### src/rtl/enet_pkg.sv
// Shared Ethernet MII definitions: line constants, CRC-32 parameters,
// transmit framer state encoding and a nibble-serial CRC step.
package enet_pkg;

    localparam logic [3:0]  PREAMBLE_NIB    = 4'h5;
    localparam logic [3:0]  SFD_NIB         = 4'hD;
    localparam logic [31:0] CRC32_POLY_REFL = 32'hEDB88320;
    localparam logic [31:0] CRC32_INIT      = 32'hFFFFFFFF;

    typedef enum logic [2:0] {
        IDLE,
        PRE,
        DATA,
        PAD,
        FCS,
        ABORT,
        DRAIN,
        IPG
    } tx_state_t;

    // Reflected CRC-32 advanced by one nibble, LSB of the nibble first.
    function automatic logic [31:0] crc32_nib(
        input logic [31:0] crc,
        input logic [3:0]  nib
    );
        logic [31:0] c;
        c = crc ^ {28'd0, nib};
        for (int i = 0; i < 4; i++) begin
            c = c[0] ? ((c >> 1) ^ CRC32_POLY_REFL) : (c >> 1);
        end
        return c;
    endfunction

endpackage

### src/rtl/enet_mii_tx_crc.sv
// Nibble-serial reflected CRC-32 register for the MII transmit path.
// init_i has priority over en_i.
module enet_mii_tx_crc
    import enet_pkg::*;
(
    input  logic        clk_i,
    input  logic        rst_ni,
    input  logic        init_i,
    input  logic        en_i,
    input  logic [3:0]  nib_i,
    output logic [31:0] crc_o
);

    always_ff @(posedge clk_i or negedge rst_ni) begin
        if (!rst_ni) begin
            crc_o <= CRC32_INIT;
        end else if (init_i) begin
            crc_o <= CRC32_INIT;
        end else if (en_i) begin
            crc_o <= crc32_nib(crc_o, nib_i);
        end
    end

endmodule

### src/rtl/enet_mii_tx_framer.sv
// MII transmit framer: pops {last,byte} from the CDC FIFO and emits
// preamble, SFD, data, pad, FCS and inter-packet gap as registered nibbles.
module enet_mii_tx_framer
    import enet_pkg::*;
#(
    parameter int IPG_BYTES = 12,
    parameter int PAD_EN    = 1,
    parameter int MIN_BYTES = 60
) (
    input  logic       clk_i,
    input  logic       rst_ni,
    input  logic [8:0] fifo_data_i,
    input  logic       fifo_empty_i,
    output logic       fifo_pop_o,
    output logic [3:0] mii_txd_o,
    output logic       mii_tx_en_o,
    output logic       mii_tx_er_o,
    output logic       busy_o,
    output logic       frame_done_o,
    output logic       underrun_o
);

    localparam logic [11:0] MIN_CNT  = 12'(MIN_BYTES);
    localparam logic [15:0] IPG_LAST = 16'(2 * IPG_BYTES - 1);

    tx_state_t   state;
    tx_state_t   nxt;
    logic        phase;
    logic [3:0]  nib_cnt;
    logic [10:0] byte_cnt;
    logic [15:0] ipg_cnt;
    logic [7:0]  byte_q;
    logic        last_q;

    logic        pop;
    logic        crc_init;
    logic        crc_en;
    logic [3:0]  crc_nib;
    logic [31:0] crc;
    logic [31:0] fcs;
    logic [11:0] cnt_p1;
    logic        pad_need;
    logic        in_byte;
    logic        stay_byte;

    logic [3:0]  o_txd;
    logic        o_en;
    logic        o_er;
    logic        o_done;
    logic        o_und;

    enet_mii_tx_crc u_crc (
        .clk_i  (clk_i),
        .rst_ni (rst_ni),
        .init_i (crc_init),
        .en_i   (crc_en),
        .nib_i  (crc_nib),
        .crc_o  (crc)
    );

    assign fcs       = ~crc;
    assign cnt_p1    = {1'b0, byte_cnt} + 12'd1;
    assign pad_need  = (PAD_EN != 0) && (cnt_p1 < MIN_CNT);
    assign in_byte   = (state == DATA) || (state == PAD);
    assign stay_byte = in_byte && ((nxt == DATA) || (nxt == PAD));

    // Outputs are computed from the current state and registered, so
    // the line lags the state by one cycle. The underrun cycle is the
    // exception: it registers the abort nibble while moving to ABORT,
    // so the error nibble is on the line exactly while state is ABORT.
    always_comb begin
        nxt      = state;
        pop      = 1'b0;
        crc_init = 1'b0;
        crc_en   = 1'b0;
        crc_nib  = 4'h0;
        o_txd    = 4'h0;
        o_en     = 1'b0;
        o_er     = 1'b0;
        o_done   = 1'b0;
        o_und    = 1'b0;
        unique case (state)
            IDLE: begin
                if (!fifo_empty_i) begin
                    nxt      = PRE;
                    crc_init = 1'b1;
                end
            end
            PRE: begin
                o_en  = 1'b1;
                o_txd = (nib_cnt == 4'd15) ? SFD_NIB : PREAMBLE_NIB;
                if (nib_cnt == 4'd15) begin
                    nxt = DATA;
                end
            end
            DATA: begin
                if (!phase) begin
                    if (fifo_empty_i) begin
                        nxt   = ABORT;
                        o_en  = 1'b1;
                        o_er  = 1'b1;
                        o_und = 1'b1;
                    end else begin
                        o_en    = 1'b1;
                        o_txd   = fifo_data_i[3:0];
                        crc_en  = 1'b1;
                        crc_nib = fifo_data_i[3:0];
                    end
                end else begin
                    o_en    = 1'b1;
                    o_txd   = byte_q[7:4];
                    crc_en  = 1'b1;
                    crc_nib = byte_q[7:4];
                    pop     = !fifo_empty_i;
                    if (last_q) begin
                        nxt = pad_need ? PAD : FCS;
                    end
                end
            end
            PAD: begin
                o_en   = 1'b1;
                crc_en = 1'b1;
                if (phase && (cnt_p1 >= MIN_CNT)) begin
                    nxt = FCS;
                end
            end
            FCS: begin
                o_en  = 1'b1;
                o_txd = fcs[{nib_cnt[2:0], 2'b00} +: 4];
                if (nib_cnt[2:0] == 3'd7) begin
                    o_done = 1'b1;
                    nxt    = IPG;
                end
            end
            ABORT: begin
                nxt = DRAIN;
            end
            DRAIN: begin
                if (!fifo_empty_i) begin
                    pop = 1'b1;
                    if (fifo_data_i[8]) begin
                        nxt = IPG;
                    end
                end
            end
            IPG: begin
                if (ipg_cnt == IPG_LAST) begin
                    nxt = IDLE;
                end
            end
            default: begin
                nxt = IDLE;
            end
        endcase
    end

    always_ff @(posedge clk_i or negedge rst_ni) begin
        if (!rst_ni) begin
            state        <= IDLE;
            phase        <= 1'b0;
            nib_cnt      <= 4'd0;
            byte_cnt     <= 11'd0;
            ipg_cnt      <= 16'd0;
            byte_q       <= 8'h00;
            last_q       <= 1'b0;
            mii_txd_o    <= 4'h0;
            mii_tx_en_o  <= 1'b0;
            mii_tx_er_o  <= 1'b0;
            frame_done_o <= 1'b0;
            underrun_o   <= 1'b0;
        end else begin
            state   <= nxt;
            phase   <= stay_byte ? ~phase : 1'b0;
            ipg_cnt <= (state == IPG) ? ipg_cnt + 16'd1 : 16'd0;
            if (((state == PRE) || (state == FCS)) && (nxt == state)) begin
                nib_cnt <= nib_cnt + 4'd1;
            end else begin
                nib_cnt <= 4'd0;
            end
            if (crc_init) begin
                byte_cnt <= 11'd0;
            end else if (in_byte && phase && (byte_cnt != 11'h7FF)) begin
                byte_cnt <= byte_cnt + 11'd1;
            end
            if ((state == DATA) && !phase && !fifo_empty_i) begin
                byte_q <= fifo_data_i[7:0];
                last_q <= fifo_data_i[8];
            end
            mii_txd_o    <= o_txd;
            mii_tx_en_o  <= o_en;
            mii_tx_er_o  <= o_er;
            frame_done_o <= o_done;
            underrun_o   <= o_und;
        end
    end

    assign fifo_pop_o = pop;
    assign busy_o     = (state != IDLE);

endmodule

### config.mk
export PLATFORM = sky130hd
export DESIGN_NAME = enet_mii_tx_framer
export DESIGN_NICKNAME = d
export VERILOG_FILES = /design/src/rtl/enet_pkg.sv /design/src/rtl/enet_mii_tx_crc.sv /design/src/rtl/enet_mii_tx_framer.sv
export SDC_FILE = /design/constraint.sdc
export NUM_CORES = 1
export LEC_CHECK = 0
export ABC_AREA = 1
export CORE_ASPECT_RATIO = 0.75
export CORE_MARGIN = 2
export CORE_UTILIZATION = 40
export CTS_CLUSTER_DIAMETER = 30
export CTS_CLUSTER_SIZE = 16
export DETAILED_ROUTE_END_ITERATION = 16
export HOLD_SLACK_MARGIN = 0.15
export SLEW_MARGIN = 25
export SYNTH_ARGS = -nofsm -noshare
export SYNTH_HDL_FRONTEND = slang
export SYNTH_SLANG_ARGS = --single-unit
### constraint.sdc
create_clock -name clk_i -period 3.7 [get_ports clk_i]
set_clock_uncertainty 0.1 [all_clocks]
set_input_delay 1.11 -clock clk_i [delete_from_list [all_inputs] [get_ports clk_i]]
set_output_delay 1.11 -clock clk_i [all_outputs]
set_load 0.05 [all_outputs]
==> metrics.md, run 1 <==
| Metric | Value |
|---|---|
| Clock tree buffer depth | `2` |
| TritonCTS Buffers | `9` |
| Post-Syn Instances | `592` |
| Hold WS | `0.381 ns` |
| DRC | `0` |
| Routed Antenna Nets | `0` |
| DP HPWL | `7740 um` |
| Multi-input logic area | `around 2100 um2` |
| Yosys warnings | `0` |
| Fillers | `1074` |
| H-tree depth | `3` |
| Synthesized area per cell | `approximately 7.7 um2` |
| Sequential-to-total area share from yosys stat | `0.441` |
| CORE AREA | `between 10000 and 15000 um2` |
| Diodes inserted | `0` |
| Post-CTS Hold Buffers | `0` |
| WP data arrival | `~2.3 ns` |
| Final Slew Violations | `0` |
| Power Total | `between 4 and 5 mW` |
| Final wirelength | `10900 um` |
| Drt pass-1 iters | `5` |
| MaxCap Viol Count | `0` |
| Worst Tran Pin Value | `0.803 ns` |
| RSZ-0062 raised after global routing | `no` |
| Worst EP required | `between 2 and 2.5 ns` |
| Root buf cell | `clkbuf_16` |
| Clock sink count | `79` |
| Clock Pin Slew Worst Setup and Hold Paths | `approximately 0.06 ns` |
| Critical Path Max Stage Delay | `0.46 ns` |
| Layout cells sized above 1 | `0.131` |
| Yosys cell types | `36` |
| Outcome | `finished, final reports clean` |
| Nets | `about 630` |
| Layout Area Growth over Synthesis | `15.1%` |
| Fin worst setup slack | `0.185 ns` |
| Die Y | `roughly 97 um` |
| Die extent in x | `127 um` |
| Startpoint Class | `input pin` |
| Antenna violations before repair | `0` |
| Maximum clock frequency | `around 280 MHz` |
| Vias | `a little under 4000` |
| Routability cong. | `0.860` |
| Endpoints failing setup | `0` |
| CTS tree | `yes` |
| Final Hold Vio Count | `0` |
| CP Max Fanout | `4` |
| Via density | `around 5` |
| Initial core utilization | `0.415` |
| Max_slew headroom | `0.463` |
| Syn Nets | `slightly above 600` |
| Fin crit share | `0.950` |
| GRT Total Usage | `0.187` |
| Min Tclk post-route | `3.51 ns` |
| Vias in the first global route | `about 3600` |
| Initial DRC Count | `about 280` |
| Buf/Inv on CP | `3` |
| Crit Path Category | `in2out` |
| Largest net degree at the start of global routing | `46` |
| Slowest CP cell | `clkdlybuf4s50_1` |
| Worst-skew pair later-pin latency | `roughly 0.35 ns` |
| Post-cts resize count | `0` |
| Number of register bits inferred by synthesis | `79` |
| Die area | `12300 um2` |
| Critical Path End Type | `primary output` |
| Worst min path class | `reg2reg` |
| Setup WS pre-CTS | `between 0.15 and 0.2 ns` |
| First-pass GRT wire length | `about 18000 um` |
| Worst vdd ir | `between 0.2 and 0.3 mV` |
| Reg area | `2020 um2` |
| Setup TNS | `0 ns` |
| Leak | `approximately 2.4 nW` |
| Final design utilization | `0.477` |
| Pwr dens | `772 nW/um2` |
| PortBufs | `21` |
| FP Rows | `33` |
| Worst path cell trace | `clkdlybuf4s50_1 -> inv_1 -> nand2_1 -> a211oi_1 -> buf_12` |
| Setup repair bufs after CTS | `0` |
| Gr ovfl total | `0` |
| I/O pin cnt | `22` |
| Wirelength per Cell | `between 10 and 15 um` |
| Synthesized cell area | `roughly 4600 um2` |
| Kind of cell adding the most delay to the critical path | `buffers and inverters` |
flip-flops by register name (all words and copies together), names as in the netlist:
| register | count |
|---|---|
| byte_cnt | 11 |
| last_q | 1 |
| phase | 1 |
| u_crc.crc_o | 32 |
| ipg_cnt | 16 |
| underrun_o | 1 |
| frame_done_o | 1 |
| state | 3 |
| nib_cnt | 4 |
| mii_txd_o | 4 |
| mii_tx_en_o | 1 |
| byte_q | 4 |
where the power goes:
part	switching, mW	total [mW]	internal (mW)
Sequential	0.224	1.41	1.19
Clock	0.374	0.987	0.613
Combinational	1.09	1.66	0.569
final cells by class:
type | instances | share of cell area
Timing Repair Buffer | 26 | 0.0509
Clock buffer | 10 | 0.0454
Sequential cell | 79 | 0.383
Inverter | 89 | 0.0635
Clock inverter | 6 | 0.0176
Tap cell | 140 | 0.0333
Multi-Input combinational cell | 408 | 0.406
path summary, 6_finish.rpt:
| kind | from | slack, ns | cells after the start | end |
|---|---|---|---|---|
| max in group asynchronous | rst_ni | 2.23 | 2 | u_crc.crc_o[3] |
| worst min-delay path | ipg_cnt[0] | 0.38 | 1 | ipg_cnt[0] |
| worst min register to register | ipg_cnt[0] | 0.38 | 1 | ipg_cnt[0] |
| worst max-delay path | fifo_empty_i | 0.19 | 5 | fifo_pop_o |
| worst max register to register | phase | 1.25 | 11 | u_crc.crc_o[18] |
| min in group asynchronous | rst_ni | 0.62 | 1 | byte_cnt[2] |
layer usage:
layer	up-vias	share of wire	track usage
met5	-	0	0
met4	0	0.0085	0.0448
met3	10	0.050	0.0537
met2	99	0.44	0.262
met1	1811	0.50	0.283
li1	1954	-	-
stage by stage:
| stage | cells | cell area (um2) |
|---|---|---|
| final | 758 | 5260 |
| after global routing | 758 | 5260 |
| after CTS | 758 | 5260 |
| after detailed placement | 742 | 4930 |
| after global placement | 742 | 4930 |
| after floorplan | 592 | 4570 |
cells in the final DEF (no fill, tap or decap), drive strengths merged:
cell,instances
a211oi,1
a21oi,34
a22oi,1
a31oi,2
buf,7
bufinv,2
clkbuf,10
clkdlybuf4s50,19
clkinv,2
clkinvlp,2
dfrtp,47
dfstp,32
ha,4
inv,89
mux2,4
nand2,134
nand3,48
nand4,5
nor2,65
nor3,10
nor4,4
o211ai,8
o21ai,44
o22ai,15
o41ai,1
or2,4
xnor2,3
xor2,21
synth_stat cells:
cell type  instances  share of area
a211oi_1           1         0.0016
a21oi_1           34          0.037
a22oi_1            1         0.0016
a31oi_1            2         0.0027
buf_2              5         0.0055
buf_4              1         0.0016
buf_6              2         0.0049
clkbuf_1           8         0.0066
clkinv_1           1        0.00082
dfrtp_1           47           0.26
dfstp_2           32           0.18
ha_1               4          0.011
inv_1             84          0.069
inv_2              4         0.0033
mux2_2             4         0.0098
nand2_1          125           0.10
nand2_2            5         0.0068
nand2_4            4         0.0098
nand3_1           48          0.053
nand4_1            5         0.0068
nor2_1            64          0.053
nor2_8             1         0.0044
nor3_1            10          0.011
nor4_1             4         0.0055
o211ai_1           8          0.013
o21ai_0           40          0.044
o21ai_1            4         0.0044
o22ai_1           15          0.021
o41ai_1            1         0.0019
or2_1              1         0.0014
or2_2              2         0.0027
or2_4              1         0.0019
xnor2_1            3         0.0057
xor2_1            16          0.031
xor2_2             2         0.0071
xor2_4             3          0.018
worst register-to-register path: stages (launching register included):
cell and delay [ns]:
dfrtp_1 0.50, inv_1 0.22, nand2_1 0.12, o21ai_0 0.21, nand2_1 0.11, nand2_1 0.10, nand2_2 0.27, xor2_1 0.25
or2_2 0.31, nand3_1 0.07, nand2_1 0.07, inv_1 0.05
cell families after synthesis:
group	after synthesis	synth area share
AND/OR/NAND/NOR	270	0.258
AO/OA/AOI/OAI	106	0.127
buffers and inverters	105	0.0917
flip-flops	79	0.441
XOR/XNOR	24	0.0616
multiplexers	4	0.00985
adder cells (fa/ha/maj)	4	0.0109
(Power assumes the default switching activity.)
==> run 2, diff against run 1 <==
CAP_MARGIN = 15   (was not set)
==> results of run 2 <==
No change in the layout: final DEF, timing and power equal those of run 1.
